===== config.mk =====
export PLATFORM = sky130hd
export DESIGN_NAME = param_sync_fifo
export DESIGN_NICKNAME = d
export VERILOG_FILES = /design/src/rtl/param_sync_fifo.sv
export SDC_FILE = /design/constraint.sdc
export NUM_CORES = 1
export LEC_CHECK = 0
export BUFFER_PORTS_ARGS = -buffer_cell sky130_fd_sc_hd__buf_2
export CAP_MARGIN = 20
export CORE_ASPECT_RATIO = 0.6
export CORE_MARGIN = 2
export CORE_UTILIZATION = 30
export CTS_CLUSTER_SIZE = 20
export DETAILED_ROUTE_END_ITERATION = 10
export SLEW_MARGIN = 20
export SYNTH_ARGS = -nofsm -noshare
export SYNTH_HDL_FRONTEND = slang
export SYNTH_SLANG_ARGS = --single-unit
export TNS_END_PERCENT = 5

===== constraint.sdc =====
create_clock -name clk -period 3.73 [get_ports clk]
set_input_delay 0.1865 -clock clk [delete_from_list [all_inputs] [get_ports clk]]
set_output_delay 0.1865 -clock clk [all_outputs]
set_load 0.01 [all_outputs]

===== src/rtl/param_sync_fifo.sv =====
// Parametrised single-clock FIFO with valid/ready on both sides, first-word
// fall-through read, and level / almost-full / high-water-mark status.
module param_sync_fifo #(
  parameter int WIDTH    = 8,
  parameter int DEPTH    = 32,
  parameter int AF_LEVEL = 28
) (
  input  logic                       clk,
  input  logic                       rst_n,
  input  logic                       flush,
  input  logic                       wr_valid,
  output logic                       wr_ready,
  input  logic [WIDTH-1:0]           wr_data,
  output logic                       rd_valid,
  input  logic                       rd_ready,
  output logic [WIDTH-1:0]           rd_data,
  output logic                       rd_parity,
  output logic [$clog2(DEPTH):0]     level,
  output logic                       almost_full,
  output logic [$clog2(DEPTH):0]     hwm
);

  localparam int AW = $clog2(DEPTH);
  localparam logic [AW:0] PTR_ONE  = (AW+1)'(1);
  localparam logic [AW:0] AF_THRESH = (AW+1)'(AF_LEVEL);

  logic [WIDTH-1:0] mem [DEPTH];
  logic [AW:0]      wr_ptr;
  logic [AW:0]      rd_ptr;
  logic [AW:0]      level_next;
  logic             empty;
  logic             full;
  logic             push;
  logic             pop;

  // Pointers carry one extra lap bit so full and empty are distinguishable.
  assign empty = (wr_ptr == rd_ptr);
  assign full  = (wr_ptr[AW-1:0] == rd_ptr[AW-1:0]) && (wr_ptr[AW] != rd_ptr[AW]);

  assign wr_ready    = !full;
  assign rd_valid    = !empty;
  assign push        = wr_valid && wr_ready;
  assign pop         = rd_valid && rd_ready;
  assign almost_full = (level >= AF_THRESH);

  assign rd_data   = mem[rd_ptr[AW-1:0]];
  assign rd_parity = ^rd_data;

  // NOTE: every always_comb output gets a default first so no latch is inferred.
  always_comb begin
    level_next = level;
    unique case ({push, pop})
      2'b10:   level_next = level + PTR_ONE;
      2'b01:   level_next = level - PTR_ONE;
      default: level_next = level;
    endcase
  end

  // NOTE: sequential state uses non-blocking assignments so all registers
  // update together from pre-edge values.
  always_ff @(posedge clk) begin
    if (!rst_n) begin
      wr_ptr <= '0;
      rd_ptr <= '0;
      level  <= '0;
      hwm    <= '0;
    end else if (flush) begin
      wr_ptr <= '0;
      rd_ptr <= '0;
      level  <= '0;
      hwm    <= '0;
    end else begin
      if (push) wr_ptr <= wr_ptr + PTR_ONE;
      if (pop)  rd_ptr <= rd_ptr + PTR_ONE;
      level <= level_next;
      if (level_next > hwm) hwm <= level_next;
    end
  end

  // NOTE: storage is deliberately not reset; rd_valid masks stale contents.
  always_ff @(posedge clk) begin
    if (rst_n && !flush && push) mem[wr_ptr[AW-1:0]] <= wr_data;
  end

endmodule


# --- Word level (Yosys, flattened, before mapping) ---
# Memory sizes are Yosys's and may differ from the RTL's. A register that Yosys moved wholly into a read port is not among the register bits.
# Cells that the tools add are included.
word_totals:
  reg_bits: 24
  in_bits: 13
  memories: 1
  mem_bits_rw: 256
  out_inout_bits: 24
memory_table:
  columns: ["name", "words", "width", "rd", "rd_ports_with_merged_regs", "wr", "line", "text"]
  rows:
  - ["mem", 32, 8, 1, 1, 1, "27", "logic [WIDTH-1:0] mem [DEPTH];"]
classes:
  n_reduce_logical: 10
  muxes: 5
  n_eq_ne: 5
  magnitude_cmp: 2
  bitwise: 1
  n_addsub: 4
op_table:
  columns: ["operator", "n"]
  rows:
  - ["$add 6x1->6 const B", 3]
  - ["$pmux 6 s2", 1]
  - ["$mux 5", 2]
  - ["$reduce_xor 8->1", 1]
  - ["$eq 6x6->1", 1]
  - ["$ge 6x5->1 const B", 1]
  - ["$gt 6x6->1", 1]
  - ["$sub 6x1->6 const B", 1]
  - ["$eq 5x5->1", 1]
  - ["$logic_and 1x1->1", 5]
  - ["$logic_not 1->1", 3]
  - ["$eq 2x1->1 const B", 1]
  - ["$eq 2x2->1 const B", 1]
  - ["$mux 1", 2]
  - ["$reduce_or 2->1", 1]
  - ["$ne 1x1->1", 1]
  - ["$not 1->1", 1]

# --- Logic depth before layout (Yosys ltp) ---
depth:
  depth_word: 7
  ltp_mapped: 22

# --- Worst setup path before layout ---
# OpenSTA, ideal clock, no wires.
synth_path:
  path_kind: "register -> register"
  startpoint: "register wr_ptr[4]"
  endpoint: "register hwm[0]"
  arrival_time_ns: 4.141
  slack_ns: -0.538
  path_stages_with_launch: 23
  synth_period_minus_slack_ns: 4.268
  required_time_ns: 3.602
  n_path_buf: 2
  path_cell_list: "dfxtp_1 > buf_2 > xor2_1 > nor3_1 > nand3b_1 > and2_1 > clkbuf_1 > inv_1 > ha_1 > ha_1 > a21o_1 > a21oi_1 > o21bai_1 > a21oi_1 > xor2_1 > or3_1 > nand2_1 > ha_1 > nand4_1 > o22ai_1 > a21oi_1 > mux2i_1 > nor2_1"
synth_via:
  elab_chain_len: 7
synth_rtl:
  columns: ["element", "line", "text"]
  rows:
  - ["start, declared", "28", "logic [AW:0] wr_ptr;"]
  - ["start signal, assigned", "73", "if (push) wr_ptr <= wr_ptr + PTR_ONE;"]
  - ["$eq 5x5->1 (*)", "38", "assign full = (wr_ptr[AW-1:0] == rd_ptr[AW-1:0]) && (wr_ptr[AW] != rd_ptr[AW]);"]
  - ["$logic_and 1x1->1 (*)", "38", null]
  - ["$logic_not 1->1 (*)", "40", "assign wr_ready = !full;"]
  - ["net wr_ready", "12", "output logic wr_ready,"]
  - ["$logic_and 1x1->1 (*)", "42", "assign push = wr_valid && wr_ready;"]
  - ["$eq 2x1->1 / $eq 2x2->1 (equally long branches)", "52", "unique case ({push, pop})"]
  - ["$pmux 6 s2 (*)", "52", null]
  - ["net level_next[5]", "30", "logic [AW:0] level_next;"]
  - ["$gt 6x6->1 (*)", "76", "if (level_next > hwm) hwm <= level_next;"]
  - ["end signal, assigned", "76", null]
  - ["end, declared", "20", "output logic [$clog2(DEPTH):0] hwm"]
# The timed path passes the listed nets; every way through them passes the cells marked *.
# A chain may end at the register's enable or synchronous reset.

==> summary.txt <==
outcome: completed
layout net count: 778
total of max-cap violations: 0
synthesized flop and latch total: 285
worst path arrival time: 3.43 ns
actual slew at the worst max-slew pin: 0.808 ns
first-pass GRT wire length: 39.4 mm
area grow syn2layout: 18.6%
cells after synthesis: 651
Int Pwr: 5.17 mW
Worst R2R End: hwm[1]
vias per inst: 4.81
average routed wire per standard cell: 20.6 um
clk sinks: 285
Max Slew Vio Count: 0
Initial Util: 30.6%
share of cells above drive strength 1: 29.3%
Worst Path Required: 3.54 ns
Clock Tree Root: clkbuf_16
P_leak: 4.48 nW
f_max: 0.276 GHz
Die Y: 156 um
Clock Latency Late Sink: 0.55 ns
GPL Wtd Cong: 0.790
dpl ws: 0.0172 ns
Worst R2R Setup Slack: 0.13 ns
TNS Setup: 0 ns
routed via count: 6161
Synth area leaders: edfxtp_1, mux4_2, dfxtp_1
cells along the critical path: buf_12 -> buf_4 -> nor2b_1 -> buf_4 -> a221oi_1 -> o21ai_0 -> o21ai_0 -> a221o_1 -> xor2_1 -> xnor3_1 -> buf_2
Crit. End Element: output port
PortBufs: 36
io pins: 37
fin util: 36.3%
placed cells: 1226
clk_skew: 0.0185 ns
Hold Fails Final Rpt: 0
TritonCTS clock tree: built
TritonCTS Buffers: 27
CTS Hold Bufs: 0
Post-synth EDFFs: 256
total grt overflow: 0
Seq/Total Area, Yosys: 71.2%
CP Class: reg -> out
minimum clock period: 3.62 ns
DIE AREA: 40400 um2
highest routed layer: met4
top cell type by total area after synthesis: edfxtp_1
Clock Power Share: 42.2%
CTS max path bufs: 3
M1 WL: 13.1 mm
R2R Path Start: rd_ptr[4]
ANT cells: 0
antenna violations before repair: 0
Synth Net Count: 681
residual DRC count: 0
Cell Area, Placed: 12700 um2
Core Area: 37900 um2
vias in the first global route: 6071
Post-DRT Antenna Nets: 0
post-DP HPWL: 17.1 mm
Overall Power: 6.58 mW
RSZ-0062 raised after global routing: true
ys flop type: edfxtp_1
Final Non-Filler Cells: 1282
max_slew headroom: 45.9%
FFs w/ async S/R, synth: 0%
post-synthesis cell type count: 46
r2r worst-path depth: 21
peak fanout along the critical path: 26
most frequent cells in the layout: edfxtp_1, nor2_1, buf_4
Worst-path clk slew: 0.07 ns
final wirelength: 26.4 mm
final worst slack: 0.109 ns
final setup fails: 0
switching power: 1.41 mW
met3 WL: 2.35 mm
top-area cell type share of the netlist area: 66.2%
sw frac: 21.5%
met2 wire length: 10.6 mm
final hold slack: 0.187 ns
critical path endpoint: rd_parity
largest net degree at the start of global routing: 41
Synth Cell Area: 11600 um2
Flop pwr share: 53.1%
period utilization: 97.1%
syn avg cell area: 17.8 um2
Logic pwr share: 4.7%
DR iter-0 viols: 589
Startpoint Class: flip-flop
slowest stage delay, CP: 0.53 ns
Peak VDD IR: 0.274 mV
Horiz. Die Dim: 258 um
most common cell after layout, fill and taps aside: edfxtp_1
H-tree lvl count: 1
power per cell area: 478 nW/um2
Site Rows: 55
hold crit path type: in -> reg
CP max-delay cell: a221oi_1
final design area excluding fillers: 13800 um2
Yosys warning total: 0
router iterations before antenna repair: 5
total track usage: 13.2%
-- cell families after synthesis --
logic type,count (synthesis),synth area share (%)
multiplexers,98,14.6
buffers and inverters,42,1.93
adder cells (fa/ha/maj),17,1.90
AND/OR/NAND/NOR,123,4.77
flip-flops,285,71.2
AO/OA/AOI/OAI,60,3.44
XOR/XNOR,26,2.20
-- worst min-delay path by stage --
stage	slack [ns]	cells past startpoint	endpoint	start
2_1_floorplan	0.29	0	mem[0][0]	wr_data[0]
3_3_place_gp	0.52	2	hwm[4]	hwm[4]
3_5_place_dp	0.52	2	hwm[3]	hwm[3]
4_1_cts	0.18	4	level[0]	rst_n
5_1_grt	0.21	5	wr_ptr[0]	wr_valid
6_report	0.19	4	level[0]	rst_n
-- layout make-up --
| class | count | area, um2 |
|---|---|---|
| clock inverters | 22 | 214 |
| repair buffers | 98 | 686 |
| well taps | 513 | 642 |
| clock buffers | 28 | 679 |
| flip-flops and latches | 285 | 8280 |
| multi-input cells | 324 | 3230 |
| inverters | 12 | 47.5 |
| fillers | 3531 | 24100 |
-- sequential cells by signal (all words and copies together), names as in the netlist, named ones only --
signal  count
mem       256
hwm         6
level       6
rd_ptr      6
wr_ptr      6
-- routing by layer --
layer  vias up  global-route usage [%]
met3        26                    3.74
met5         -                       0
li1       2758                       -
met1      3173                    20.9
met4         0                    2.34
met2       204                    17.7
-- critical path: cells and delay by family (launching register included) --
family	cells	cell delay [ns]
compound gates	4	1.10
flops	1	0.33
simple gates	1	0.15
buf+inv	4	0.77
xor+xnor	2	0.52
-- repair_timing --
item	in CTS	in global routing
pin swaps	0	11
setup buffers	1	5
gates resized for setup	5	19
endpoints found under the setup margin	3	7
-- cell usage after synthesis (3+ instances only) --
cell type and n:
edfxtp_1 256, nor2_1 60, mux4_2 40, mux2i_1 33, dfxtp_1 29, nand2_1 27
o21ai_0 19, xor2_1 19, ha_1 16, clkbuf_1 13, mux2_2 13, inv_1 12
mux4_1 12, a21oi_1 10, a22oi_1 8, buf_2 6, nand3_1 6, nand4_1 6
nor2b_1 6, buf_4 5, xnor2_1 5, a221o_1 4, a221oi_1 4, and2_1 4
nand3b_1 4, o2111ai_1 4, buf_6 3, nand2b_1 3
-- power by group through the flow --
| stage | Clock (mW) | Sequential [mW] | Combinational [mW] |
|---|---|---|---|
| floorplan | 0 | 3.57 | 0.149 |
| global placement | 0 | 3.56 | 0.289 |
| detailed placement | 0 | 3.56 | 0.294 |
| CTS | 2.83 | 3.49 | 0.295 |
| global route | 2.95 | 3.49 | 0.344 |
| finish | 2.78 | 3.49 | 0.310 |
Note: power is estimated with default switching activity, not from simulation.
